===== src/rtl/i2c_master_arbiter.sv =====
// rtl/i2c_master_arbiter.sv - two-port round-robin arbiter in front of a single I2C master
module i2c_master_arbiter #(
    parameter int unsigned EN_HOLD        = 250,
    parameter int unsigned TIMEOUT_CYCLES = 20000
) (
    input  logic       clk,
    input  logic       arst,
    input  logic       req0,
    input  logic       req1,
    input  logic [6:0] addr0,
    input  logic [6:0] addr1,
    input  logic       rw0,
    input  logic       rw1,
    input  logic [7:0] wdata0,
    input  logic [7:0] wdata1,
    output logic       gnt0,
    output logic       gnt1,
    output logic       done0,
    output logic       done1,
    output logic       err0,
    output logic       err1,
    output logic [7:0] rdata0,
    output logic [7:0] rdata1,
    output logic       m_en,
    output logic [6:0] m_addr,
    output logic       m_rw,
    output logic [7:0] m_data_in,
    input  logic       m_busy,
    input  logic [7:0] m_data_out,
    input  logic       conflict
);

    // Counter widths: the timeout counter never drops below 16 bits.
    localparam int unsigned TO_BITS = $clog2(TIMEOUT_CYCLES + 1);
    localparam int unsigned TO_W    = (TO_BITS > 16) ? TO_BITS : 16;
    localparam int unsigned EN_BITS = $clog2(EN_HOLD + 1);
    localparam int unsigned EN_W    = (EN_BITS > 1) ? EN_BITS : 1;

    // Terminal counts: the counters start at 0 on the grant edge, so the
    // edge that sees count == N-1 is the N-th edge after grant.
    localparam logic [TO_W-1:0] TO_LAST = TO_W'(TIMEOUT_CYCLES - 1);
    localparam logic [EN_W-1:0] EN_LAST = EN_W'(EN_HOLD - 1);

    typedef enum logic [2:0] {
        ST_IDLE,
        ST_ISSUE,
        ST_WAIT_RISE,
        ST_WAIT_FALL,
        ST_DONE
    } state_e;

    state_e          state_q, state_d;
    logic            rr_q, rr_d;            // port preferred on the next contended grant
    logic            sel_q, sel_d;          // port owning the transaction in flight
    logic [6:0]      addr_q, addr_d;
    logic            rw_q, rw_d;
    logic [7:0]      wdata_q, wdata_d;
    logic [EN_W-1:0] en_cnt_q, en_cnt_d;
    logic [TO_W-1:0] to_cnt_q, to_cnt_d;
    logic            busy_seen_q, busy_seen_d;
    logic            conf_q, conf_d;        // sticky address-conflict flag
    logic            m_en_q, m_en_d;
    logic            gnt0_q, gnt0_d;
    logic            gnt1_q, gnt1_d;
    logic            done0_q, done0_d;
    logic            done1_q, done1_d;
    logic            err0_q, err0_d;
    logic            err1_q, err1_d;
    logic [7:0]      rdata0_q, rdata0_d;
    logic [7:0]      rdata1_q, rdata1_d;

    logic            pick;
    logic            to_hit;
    logic            conf_now;

    // Next-state and output logic; every registered output is decided here.
    always_comb begin
        state_d     = state_q;
        rr_d        = rr_q;
        sel_d       = sel_q;
        addr_d      = addr_q;
        rw_d        = rw_q;
        wdata_d     = wdata_q;
        en_cnt_d    = en_cnt_q;
        to_cnt_d    = to_cnt_q;
        busy_seen_d = busy_seen_q;
        conf_d      = conf_q;
        m_en_d      = m_en_q;
        gnt0_d      = 1'b0;
        gnt1_d      = 1'b0;
        done0_d     = 1'b0;
        done1_d     = 1'b0;
        err0_d      = 1'b0;
        err1_d      = 1'b0;
        rdata0_d    = rdata0_q;
        rdata1_d    = rdata1_q;
        pick        = 1'b0;
        to_hit      = (to_cnt_q == TO_LAST);
        conf_now    = conf_q | conflict;

        case (state_q)
            ST_IDLE: begin
                conf_d      = 1'b0;
                busy_seen_d = 1'b0;
                if (!m_busy && (req0 || req1)) begin
                    // Contention goes to the pointer; a lone request wins outright.
                    pick     = (req0 && req1) ? rr_q : req1;
                    sel_d    = pick;
                    rr_d     = ~pick;
                    addr_d   = pick ? addr1 : addr0;
                    rw_d     = pick ? rw1 : rw0;
                    wdata_d  = pick ? wdata1 : wdata0;
                    gnt0_d   = ~pick;
                    gnt1_d   = pick;
                    m_en_d   = 1'b1;
                    en_cnt_d = '0;
                    to_cnt_d = '0;
                    state_d  = ST_ISSUE;
                end
            end

            ST_ISSUE, ST_WAIT_RISE, ST_WAIT_FALL: begin
                to_cnt_d = to_cnt_q + TO_W'(1);
                conf_d   = conf_now;
                if (to_hit) begin
                    // Abort: report an error and leave rdata alone.
                    m_en_d  = 1'b0;
                    state_d = ST_DONE;
                    done0_d = ~sel_q;
                    done1_d = sel_q;
                    err0_d  = ~sel_q;
                    err1_d  = sel_q;
                end else if (state_q == ST_ISSUE) begin
                    busy_seen_d = busy_seen_q | m_busy;
                    if (en_cnt_q == EN_LAST) begin
                        // A master that already went busy skips the rise wait.
                        m_en_d  = 1'b0;
                        state_d = (busy_seen_q || m_busy) ? ST_WAIT_FALL : ST_WAIT_RISE;
                    end else begin
                        en_cnt_d = en_cnt_q + EN_W'(1);
                    end
                end else if (state_q == ST_WAIT_RISE) begin
                    if (m_busy) begin
                        state_d = ST_WAIT_FALL;
                    end
                end else if (!m_busy) begin
                    state_d = ST_DONE;
                    done0_d = ~sel_q;
                    done1_d = sel_q;
                    err0_d  = ~sel_q & conf_now;
                    err1_d  = sel_q & conf_now;
                    if (rw_q) begin
                        if (sel_q) begin
                            rdata1_d = m_data_out;
                        end else begin
                            rdata0_d = m_data_out;
                        end
                    end
                end
            end

            ST_DONE: begin
                conf_d      = 1'b0;
                busy_seen_d = 1'b0;
                state_d     = ST_IDLE;
            end

            default: begin
                state_d = ST_IDLE;
            end
        endcase
    end

    // State and output registers with synchronous reset.
    always_ff @(posedge clk) begin
        if (arst) begin
            state_q     <= ST_IDLE;
            rr_q        <= 1'b0;
            sel_q       <= 1'b0;
            addr_q      <= '0;
            rw_q        <= 1'b0;
            wdata_q     <= '0;
            en_cnt_q    <= '0;
            to_cnt_q    <= '0;
            busy_seen_q <= 1'b0;
            conf_q      <= 1'b0;
            m_en_q      <= 1'b0;
            gnt0_q      <= 1'b0;
            gnt1_q      <= 1'b0;
            done0_q     <= 1'b0;
            done1_q     <= 1'b0;
            err0_q      <= 1'b0;
            err1_q      <= 1'b0;
            rdata0_q    <= '0;
            rdata1_q    <= '0;
        end else begin
            state_q     <= state_d;
            rr_q        <= rr_d;
            sel_q       <= sel_d;
            addr_q      <= addr_d;
            rw_q        <= rw_d;
            wdata_q     <= wdata_d;
            en_cnt_q    <= en_cnt_d;
            to_cnt_q    <= to_cnt_d;
            busy_seen_q <= busy_seen_d;
            conf_q      <= conf_d;
            m_en_q      <= m_en_d;
            gnt0_q      <= gnt0_d;
            gnt1_q      <= gnt1_d;
            done0_q     <= done0_d;
            done1_q     <= done1_d;
            err0_q      <= err0_d;
            err1_q      <= err1_d;
            rdata0_q    <= rdata0_d;
            rdata1_q    <= rdata1_d;
        end
    end

    assign gnt0      = gnt0_q;
    assign gnt1      = gnt1_q;
    assign done0     = done0_q;
    assign done1     = done1_q;
    assign err0      = err0_q;
    assign err1      = err1_q;
    assign rdata0    = rdata0_q;
    assign rdata1    = rdata1_q;
    assign m_en      = m_en_q;
    assign m_addr    = addr_q;
    assign m_rw      = rw_q;
    assign m_data_in = wdata_q;

endmodule


===== config.mk =====
export PLATFORM = sky130hd
export DESIGN_NAME = i2c_master_arbiter
export DESIGN_NICKNAME = d
export VERILOG_FILES = /design/src/rtl/i2c_master_arbiter.sv
export SDC_FILE = /design/constraint.sdc
export NUM_CORES = 1
export LEC_CHECK = 0
export BUFFER_PORTS_ARGS = -buffer_cell sky130_fd_sc_hd__buf_2
export CORE_MARGIN = 2
export CORE_UTILIZATION = 50
export CTS_CLUSTER_SIZE = 30
export DETAILED_ROUTE_END_ITERATION = 16
export GPL_TIMING_DRIVEN = 1
export PLACE_DENSITY_LB_ADDON = 0.05
export SLEW_MARGIN = 40
export SYNTH_ARGS = -nofsm -noshare
export SYNTH_HDL_FRONTEND = slang
export SYNTH_SLANG_ARGS = --single-unit

===== constraint.sdc =====
create_clock -name clk -period 2.2 [get_ports clk]
set_input_delay 0.22 -clock clk [delete_from_list [all_inputs] [get_ports clk]]
set_output_delay 0.22 -clock clk [all_outputs]
set_load 0.01 [all_outputs]

== Word-level counts from Yosys, hierarchy flattened ==
Index checks and enable logic that the tools add are counted.

* Register bits after elaboration: 70
* Bits of input ports: 46
* Output and inout port bits: 39
* Logic and storage cells: 114

* Add/sub/neg operators: 2
* Eq/ne operators: 15
* Multiplexer cells: 45
* Bitwise logic cells: 13
* Reduce and logical (&&, ||, !) cells: 20

{| class="wikitable"
|+ Operator list
! cell !! number
|-
| $mux 8 || 5
|-
| $pmux 16 s2 || 1
|-
| $mux 1 || 25
|-
| $mux 3 || 7
|-
| $add 16x1->16 const B || 1
|-
| $eq 16x15->1 const B || 1
|-
| $mux 16 || 1
|-
| $pmux 8 s2 || 1
|-
| $reduce_and 7->1 || 2
|-
| $ne 5x5->1 const B || 2
|-
| $not 1->1 || 9
|-
| $add 8x1->8 const B || 1
|-
| $eq 8x8->1 const B || 1
|-
| $ne 2x2->1 const B || 4
|-
| $reduce_and 4->1 || 2
|-
| $mux 7 || 1
|-
| $eq 3x2->1 const B || 2
|-
| $ne 3x3->1 const B || 2
|-
| $pmux 1 s2 || 3
|-
| $pmux 3 s2 || 1
|-
| $reduce_or 3->1 || 2
|-
| $reduce_and 5->1 || 1
|-
| $ne 4x4->1 const B || 1
|-
| $reduce_and 2->1 || 2
|-
| other kinds (11) || 17
|}

== Logic depth before layout (Yosys ltp) ==
Gate-level depths: netlist of the first run.

* Depth after elaboration: 6
* Mapped depth: 8
* Depth with buffers taken out: 7

== Worst setup path before layout of the first run ==
Ideal clock, no wire load.

* Path type: register to register
* Start point: register to_cnt_q[0]
* End point: register rdata1_q[0] (netlist: rdata1[0])
* Setup time: 0.128 ns
* Arrival: 1.779 ns
* Data required time: 2.072 ns
* Setup slack: 0.293 ns
* Cell stages (with the launch flop): 9
* Path buffers: 2
* Clock period less this slack: 1.907 ns
* Cells stage by stage: dfxtp_1 ha_1 nor4bb_1 and4_1 buf_6 or4b_4 buf_6 mux2i_1 nor2_1

* Word-level cells in the longest chain between the ends: 3

{| class="wikitable"
|+ RTL lines
! what !! RTL line !! text
|-
| from (decl) || 59 || <nowiki>logic [TO_W-1:0] to_cnt_q, to_cnt_d;</nowiki>
|-
| from (signal assigned) || 204 || <nowiki>to_cnt_q <= to_cnt_d;</nowiki>
|-
| $eq 16x15->1 || 98 || <nowiki>to_hit = (to_cnt_q == TO_LAST);</nowiki>
|-
| $not 1->1 (no line) || n/a ||
|-
| $reduce_and 7->1 (no line) || n/a ||
|-
| to (signal assigned) || 215 || <nowiki>rdata1_q <= rdata1_d;</nowiki>
|-
| to (decl) || 70 || <nowiki>logic [7:0] rdata1_q, rdata1_d;</nowiki>
|}

Every way passes these cells.
A chain may end at the register's enable or synchronous reset.

== Worst setup path after layout of the first run ==
* Start point: register to_cnt_q[0]
* End point: register rdata1_q[3] (netlist: rdata1[3])

Same word-level chain as after synthesis.

==> results.cfg, run 1 <==
[timing]
rsz0062_at_grt = false
maxSlewViolCount = 0
fin_tns_setup_ns = 0
finalWorstSetupSlack_ns = 0.132
fin_crit_sh_pct = 94.0
slew_headroom_pct = 52.3
setup_violations = 0
fin_crit_ns = 2.07
hold_viol = 0
fmax_ghz = 0.484
tightest_slew_ns = 0.710
skew_ns = 0.00782

[run_status]
outcome = finished, final reports clean

[power_and_ir_drop]
irDropWorstVdd_mv = 0.603
power_density_mw_per_mm2 = 936
p_leak_nw = 1.71

[worst_hold_path]
hold_class = input pin to flop
hold_depth = 3
min_to = rdata1[7]
hp-start = m_data_out[7]

[synthesis]
yosys.area_share.adder_pct = 1.20
yosys.area_share.simple_pct = 21.1
yosys.area.top_type_share_pct = 44.8
ys_seq_elements = 70
netlist_area_mm2 = 0.00313
async_reset_ff_share_pct = 0
synthXorXnorAreaFrac_pct = 3.08
yosysWarnings = 0
syn_nets = 389
synth_area_leaders = dfxtp_1, mux2i_1, nor2_1
synthMuxAreaShare_pct = 10.2
synth_compound_area_share_pct = 15.1
yosysTopAreaCell = dfxtp_1
synth_cell_types = 53
avgSynthCellArea_um2 = 9.20
synth_ff_type = dfxtp_1
synth_top_family_by_area = simple AND/OR/NAND/NOR gates
synth_edf_count = 0
yosysSeqAreaShare_pct = 44.8
syn_inst = 340

[worst_setup_path]
r2r-start = to_cnt_q[0]
crit_slowest_cell = or4b_4
start_kind = flop
path_max_fanout = 10
r2r-end = rdata1[3]
critical_path_arrival_ns = 2.28
max_stage_delay_ns = 0.65
cp_data_required_time_ns = 2.41
cp_cell_sequence = ha_1 -> nor4bb_1 -> and4_2 -> or4b_4 -> mux2i_1 -> nor2_1
reg2reg_depth = 6
end_kind = flop
ff2ff_setup_slack_ns = 0.13
worst-setup-path-type = flop to flop

[clock_tree]
cts_htree_levels = 3
clock_latency_ns = 0.34
clock_sinks = 70
cts_buffer_depth = 2
cts_resized = 0
clk_pin_slew_ns = 0.08
tritoncts = built
cts_buffers = 9
ctsHoldBuffers = 0
post-cts-setup-buffers = 0
root_buffer = clkbuf_8

[placed_design]
numPortBuffers = 84
dp.cells = 491
post-place-ws_ns = 0.0708
dp_hpwl_mm = 4.84
place.gp.congestion = 0.870

[cells_and_area]
n_fill_cell = 531
fin_cells = 507
nNetsFinal = 476
diodes = 0
multi_input_area_mm2 = 0.00160
seq_area_mm2 = 0.00140
drive_gt1_share_pct = 28.5
area_growth_pct = 24.0
utilization_pct = 64.7

[drt]
dr.pass1.iters = 4
drcViolationCount = 0
post_drt_wl_per_cell_um = 13.3
routed_via_density = 5.44
vias = 2759
ant_nets = 0
drt_wl_total_mm = 6.77
drt_iter0_drc = 107

[grt]
grt_pass1_wl_mm = 11.7
grt_pass1_vias = 2570
track_usage_pct = 20.2
gr-total-overflow = 0
grt_max_degree = 48
antenna_found_initial = 0

[floorplanning]
start_util_pct = 52.2
dieArea_mm2 = 0.00690
ioPinCount = 85
design.core.area_mm2 = 0.00599
rows = 28
die_w_um = 83.1
die_h_um = 83.1

[job]
max-cap-violations = 0
-- report_power, final --
part	internal (mW)	switching (mW)
clock network	0.672	0.476
registers	1.40	0.106
logic	0.413	0.564
-- Yosys cell counts, types with 3 or more instances --
cell type / instances
a211oi_1: 18
a21oi_1: 12
a311oi_1: 3
and2_1: 5
buf_2: 6
buf_6: 3
clkbuf_1: 10
dfxtp_1: 70
ha_1: 3
inv_1: 9
mux2i_1: 32
nand2_1: 15
nand3_1: 6
nand4_1: 3
nor2_1: 58
nor3_1: 12
nor3b_1: 4
nor4_1: 3
o21ai_0: 10
or3_1: 3
xnor2_1: 11
-- worst max path at each step --
stage                     start   endpoint  slack (ns)  cells after the start
floorplan           to_cnt_q[0]  rdata1[0]        0.29                      8
global placement    to_cnt_q[0]  rdata0[5]        0.15                      6
detailed placement  to_cnt_q[0]  rdata0[4]        0.07                      6
CTS                 to_cnt_q[0]  rdata0[4]        0.06                      6
global route        to_cnt_q[0]  rdata1[3]        0.03                      6
finish              to_cnt_q[0]  rdata1[3]        0.13                      6
-- state kept, by name (all words and copies together) (netlist names) --
register / cells
busy_seen_q: 1
conf_q: 1
done0: 1
done1: 1
en_cnt_q: 8
err0: 1
err1: 1
gnt0: 1
gnt1: 1
m_addr: 7
m_data_in: 8
m_en: 1
m_rw: 1
rdata0: 8
rdata1: 8
rr_q: 1
sel_q: 1
state_q: 3
to_cnt_q: 16
-- cell families after synthesis --
| group | after synthesis |
|---|---|
| buf+inv | 29 |
| fa+ha+maj | 3 |
| mux | 32 |
| simple gates | 128 |
| flops | 70 |
| xor+xnor | 11 |
| compound gates | 67 |
-- through the flow --
stage | power (mW) | hold WS, ns | instance area (um^2)
floorplan | 2.14 | 0.360 | 3130
global placement | 2.48 | 0.464 | 3640
detailed placement | 2.50 | 0.468 | 3650
CTS | 3.66 | 0.111 | 3870
global route | 3.85 | 0.135 | 3880
finish | 3.63 | 0.121 | 3880
-- area by class of cell --
| class | count | share of cell area, % |
|---|---|---|
| sequential | 70 | 36.2 |
| tap | 75 | 2.42 |
| clock inverter | 5 | 2.10 |
| inverter | 9 | 0.872 |
| multi-input combinational | 241 | 41.3 |
| clock buffer | 11 | 3.65 |
| timing repair buffer | 96 | 13.5 |
-- critical path: cells and delay by family, from the launching register on --
kind	cells	cell delay (ns)
and+or+nand+nor	4	1.16
DFF	1	0.34
adders and majority gates	1	0.23
muxes	1	0.21
-- metal layers --
metal / part of all wire, % / vias up / global-route usage [%]
met4: 1.6 / 0 / 8.49
met1: 48 / 1282 / 26.9
met2: 46 / 73 / 31.9
met5: 0 / - / 0
met3: 5.1 / 12 / 4.08
li1: - / 1392 / -
-- placed cells by master, fill, tap and decap left out, drive strengths merged, types with 3 or more instances in the layout --
master | Yosys | final
o21ai | 12 | 12
mux2i | 32 | 32
nor2 | 58 | 58
nor3b | 4 | 4
a21oi | 12 | 12
a311oi | 3 | 3
a211oi | 19 | 19
and3 | 3 | 3
nand3 | 6 | 6
dfxtp | 70 | 70
buf | 10 | 96
xnor2 | 11 | 11
and2 | 5 | 5
nand4 | 3 | 3
clkbuf | 10 | 11
nor3 | 12 | 12
or3 | 3 | 3
inv | 9 | 10
ha | 3 | 3
nand2 | 15 | 15
nor4 | 4 | 4
No activity file was read; power rests on OpenSTA's default activity.
==> inputs of run 2 (changes only) <==
--- a/config.mk
+++ b/config.mk
@@ -12,6 +12,7 @@
 export DETAILED_ROUTE_END_ITERATION = 16
 export GPL_TIMING_DRIVEN = 1
 export PLACE_DENSITY_LB_ADDON = 0.05
+export RECOVER_POWER = 25
 export SLEW_MARGIN = 40
 export SYNTH_ARGS = -nofsm -noshare
 export SYNTH_HDL_FRONTEND = slang
==> run 2 against run 1 <==
Fmax hardly changed. Combinational power is 2% lower. Clock power hardly changed. Non-clock buffer count stayed put. Largest power group unchanged. Sequential share of layout area is 0.32 points higher. Via count is 0.25% higher. Worst hold slack better by 0.0020 ns.
==> results.cfg, run 2 (synthesis results as in run 1) <==
[cells_and_area]
multi_input_area_mm2 = 0.00160
largest_reg_flops = 16
diodes = 0
final_cell_mix = dfxtp_1, nor2_1, buf_2, mux2i_1, clkbuf_1
fin_cells = 507
seq_area_mm2 = 0.00140
area_growth_pct = 22.9
nNetsFinal = 476
drive_gt1_share_pct = 22.2
final_common_cell = dfxtp_1
top_register = to_cnt_q
finalInstanceArea_mm2 = 0.00384
n_fill_cell = 550

[clock_tree]
root_buffer = clkbuf_8
ctsHoldBuffers = 0
cts_htree_levels = 3
clock_sinks = 70
clock_latency_ns = 0.34
tritoncts = built
cts_buffer_depth = 2
clk_pin_slew_ns = 0.08
post-cts-setup-buffers = 0
cts_buffers = 9

[placed_design]
dp_hpwl_mm = 4.84
placed_area_mm2 = 0.00365
place.gp.congestion = 0.870
dp.cells = 491
numPortBuffers = 84

[worst_setup_path]
r2r-end = rdata1[3]
crit_buf_inv = 0
path_delay_family = simple AND/OR/NAND/NOR gates
start_kind = flop
startpoint = to_cnt_q[0]
path_max_fanout = 10
end_kind = flop
cp_cell_sequence = ha_1 -> nor4bb_1 -> and4_2 -> or4b_4 -> mux2i_1 -> nor2_1
ff2ff_setup_slack_ns = 0.13
cp_data_required_time_ns = 2.41
r2r-start = to_cnt_q[0]
reg2reg_depth = 6
worst-setup-path-type = flop to flop
crit_cells = 6
critical_path_arrival_ns = 2.28
crit_slowest_cell = or4b_4
max_stage_delay_ns = 0.65
crit_path_end = rdata1[3]

[floorplanning]
start_util_pct = 52.2
ioPinCount = 85
dieArea_mm2 = 0.00690
die_w_um = 83.1
rows = 28
die_h_um = 83.1
design.core.area_mm2 = 0.00599

[grt]
grt_pass1_wl_mm = 11.7
grt_pass1_vias = 2570
track_usage_pct = 20.2
gr-total-overflow = 0
antenna_found_initial = 0
grt_max_degree = 48

[worst_hold_path]
hold_depth = 3
hold_class = input pin to flop
hp-start = m_data_out[7]

[timing]
fin_tns_setup_ns = 0
fmax_ghz = 0.483
tightest_slew_ns = 0.710
maxSlewViolCount = 0
fin_crit_ns = 2.07
slew_headroom_pct = 52.3
fin_crit_sh_pct = 94.0
hold_viol = 0
skew_ns = 0.00781
hold_slack_ns = 0.123
rsz0062_at_grt = false
setup_violations = 0

[drt]
drcViolationCount = 0
routed_via_density = 5.46
dr.pass1.iters = 4
post_drt_wl_per_cell_um = 13.4
drt_wl_total_mm = 6.77
drt_iter0_drc = 102
vias = 2766
ant_nets = 0

[job]
max-cap-violations = 0

[power_and_ir_drop]
p_leak_nw = 1.59
irDropWorstVdd_mv = 0.598
power_density_mw_per_mm2 = 939

[run_status]
outcome = finished, final reports clean
## run 2: power by group
part / total (mW) / leakage [nW] / switching (mW) / internal, mW
combinational: 0.956 / 0.916 / 0.562 / 0.394
sequential: 1.51 / 0.568 / 0.108 / 1.40
clock: 1.15 / 0.110 / 0.474 / 0.672
## run 2: metal layers
layer / GRT usage [%] / routed length, um / vias to the layer above
li1: - / - / 1393
met1: 26.9 / 3220 / 1283
met2: 31.9 / 3100 / 79
met3: 4.08 / 348 / 11
met4: 8.49 / 105 / 0
met5: 0 / 0 / -
## run 2: area by class of cell
class	count	area share, %
sequential	70	36.5
clock inverter	5	2.12
tap	75	2.44
multi-input combinational	241	41.7
inverter	9	0.879
clock buffer	11	3.68
timing repair buffer	96	12.7
## run 2: worst min-delay path by stage
stage,end,slack (ns)
after floorplan,busy_seen_q,0.36
after global placement,busy_seen_q,0.46
after detailed placement,m_en,0.47
after CTS,rdata1[4],0.11
after global routing,rdata0[5],0.14
final,rdata1[7],0.12
## run 2: worst min-delay path, cell delays in order
cell and delay [ns]:
buf_2 0.08, mux2i_1 0.06, nor2_1 0.07
## run 2: what timing repair did
action,in CTS,in global routing
resized for setup,0,2
hold endpoints to repair,0,0
endpoints found under the setup margin,0,14
## run 2: metrics by stage
stage | total power [mW] | utilization (%) | worst slack, ns
after floorplan | 2.14 | - | 0.293
after global placement | 2.48 | 60.8 | 0.147
after detailed placement | 2.50 | 60.9 | 0.0708
after CTS | 3.66 | 64.6 | 0.0593
after global routing | 3.83 | 64.1 | 0.0285
final | 3.61 | 64.1 | 0.131
==> inputs of run 3 (changes only) <==
--- a/config.mk
+++ b/config.mk
@@ -7,7 +7,7 @@
 export LEC_CHECK = 0
 export BUFFER_PORTS_ARGS = -buffer_cell sky130_fd_sc_hd__buf_2
 export CORE_MARGIN = 2
-export CORE_UTILIZATION = 50
+export CORE_UTILIZATION = 52
 export CTS_CLUSTER_SIZE = 30
 export DETAILED_ROUTE_END_ITERATION = 16
 export GPL_TIMING_DRIVEN = 1
==> constraint.sdc (replaced) <==
create_clock -name clk -period 2 [get_ports clk]
set_input_delay 0.2 -clock clk [delete_from_list [all_inputs] [get_ports clk]]
set_output_delay 0.2 -clock clk [all_outputs]
set_load 0.01 [all_outputs]
==> run 3 against run 2 <==
Core utilization up 2.1 points. Worst setup slack worse by 0.035 ns. Final area up 0.85%. Flip-flop and latch count unchanged. Final cell count up 1.8%. Sequential share of layout area down 0.24 points. Sequential power up 11%. Critical endpoint is now rdata1[2]. Fmax up 8.7%. Combinational power up 16%. Non-clock buffer count up 9. First-iteration DRC count up 39%.
==> results.cfg, run 3 (synthesis results as in run 1) <==
[run_status]
outcome = finished, final reports clean

[timing]
slew_headroom_pct = 66.3
tightest_slew_ns = 0.504
fin_tns_setup_ns = 0
setup_violations = 0
fmax_ghz = 0.525
skew_ns = 0.00830
hold_viol = 0
fin_crit_ns = 1.90
fin_crit_sh_pct = 95.2
maxSlewViolCount = 0
rsz0062_at_grt = false

[cells_and_area]
area_growth_pct = 23.9
nNetsFinal = 485
n_fill_cell = 503
diodes = 0
final_cell_mix = dfxtp_1, nor2_1, buf_2, mux2i_1, clkbuf_1
utilization_pct = 66.2
final_common_cell = dfxtp_1
drive_gt1_share_pct = 24.9
largest_reg_flops = 16
top_register = to_cnt_q

[worst_setup_path]
end_kind = flop
critical_path_arrival_ns = 2.12
path_max_fanout = 8
max_stage_delay_ns = 0.64
worst-setup-path-type = flop to flop
cp_data_required_time_ns = 2.22
start_kind = flop
cp_cell_sequence = ha_4 -> nor4bb_2 -> and4_4 -> or4b_4 -> mux2i_1 -> nor2_1
crit_slowest_cell = or4b_4

[floorplanning]
design.core.area_mm2 = 0.00585
rows = 28
start_util_pct = 53.4
dieArea_mm2 = 0.00665
ioPinCount = 85
die_h_um = 81.5
die_w_um = 81.5

[power_and_ir_drop]
p_comb_share_pct = 29.5
pwr-share-seq_pct = 44.4
power_density_mw_per_mm2 = 968
clkPwrFrac_pct = 26.1
p_sw_share_pct = 34.4
p_sw_mw = 1.29
p_leak_nw = 1.62
irDropWorstVdd_mv = 0.518
p_int_mw = 2.46

[clock_tree]
cts_resized = 0
clock_sinks = 70
clock_latency_ns = 0.34
clk_pin_slew_ns = 0.08
cts_buffers = 9
cts_htree_levels = 3
root_buffer = clkbuf_8
tritoncts = built
cts_buffer_depth = 2
post-cts-setup-buffers = 0
ctsHoldBuffers = 0

[placed_design]
place.gp.congestion = 0.870
numPortBuffers = 84
dp_hpwl_mm = 4.93

[grt]
gr-total-overflow = 0
antenna_found_initial = 0
grt_pass1_vias = 2527
track_usage_pct = 22.1
grt_max_degree = 48
grt_pass1_wl_mm = 11.3

[drt]
post_drt_wl_per_cell_um = 13.3
dr.pass1.iters = 4
drt_wl_total_mm = 6.89
vias = 2765
drt_iter0_drc = 142
drcViolationCount = 0
routed_via_density = 5.36
ant_nets = 0

[job]
max-cap-violations = 0

[worst_hold_path]
hold_class = input pin to flop
run 3: worst max-delay path, delay by kind of cell (launching register included):
family        cells  cell delay, ns
fa+ha+maj         1            0.16
mux               1            0.19
flops             1            0.34
simple gates      4            1.09
run 3: layer usage:
layer  up-vias  part of all wire (%)  global-route usage, %
met5         -                     0                      0
met4         0                   1.9                   9.83
met3        13                   6.0                   5.38
met2        82                    46                   35.8
met1      1259                    46                   27.8
li1       1411                     -                      -
run 3: path summary, 6_finish.rpt:
| kind | startpoint | endpoint | slack (ns) | cells after the start |
|---|---|---|---|---|
| max | to_cnt_q[1] | rdata1[2] | 0.1 | 6 |
| max reg2reg | to_cnt_q[1] | rdata1[2] | 0.1 | 6 |
| min | m_data_out[1] | rdata1[1] | 0.11 | 3 |
| min reg2reg | busy_seen_q | busy_seen_q | 0.48 | 2 |
run 3: power by group through the flow:
stage / combinational [mW] / clock (mW) / sequential (mW)
2_1_floorplan: 0.667 / 0 / 1.69
3_3_place_gp: 1.09 / 0 / 1.68
3_5_place_dp: 1.11 / 0 / 1.68
4_1_cts: 1.11 / 1.01 / 1.65
5_1_grt: 1.25 / 1.05 / 1.68
6_report: 1.11 / 0.981 / 1.67
run 3: cell type report:
| type | instances | area, um^2 | area share [%] |
|---|---|---|---|
| clock buffers | 9 | 124 | 3.20 |
| clock inverters | 7 | 41.3 | 1.07 |
| inverters | 9 | 33.8 | 0.872 |
| multi-input cells | 241 | 1620 | 41.8 |
| flip-flops and latches | 70 | 1400 | 36.2 |
| well taps | 75 | 93.8 | 2.42 |
| repair buffers | 105 | 561 | 14.5 |
run 3: metrics by stage:
step | cells | total power, mW | instance area, um^2 | hold slack [ns] | setup slack (ns)
2_1_floorplan | 340 | 2.36 | 3130 | 0.340 | 0.0931
3_3_place_gp | 500 | 2.77 | 3710 | 0.450 | 0.0944
3_5_place_dp | 500 | 2.79 | 3710 | 0.461 | 0.0273
4_1_cts | 516 | 3.77 | 3870 | 0.0899 | 0.00833
5_1_grt | 516 | 3.99 | 3870 | 0.108 | 0.0189
6_report | 516 | 3.75 | 3870 | 0.105 | 0.0962
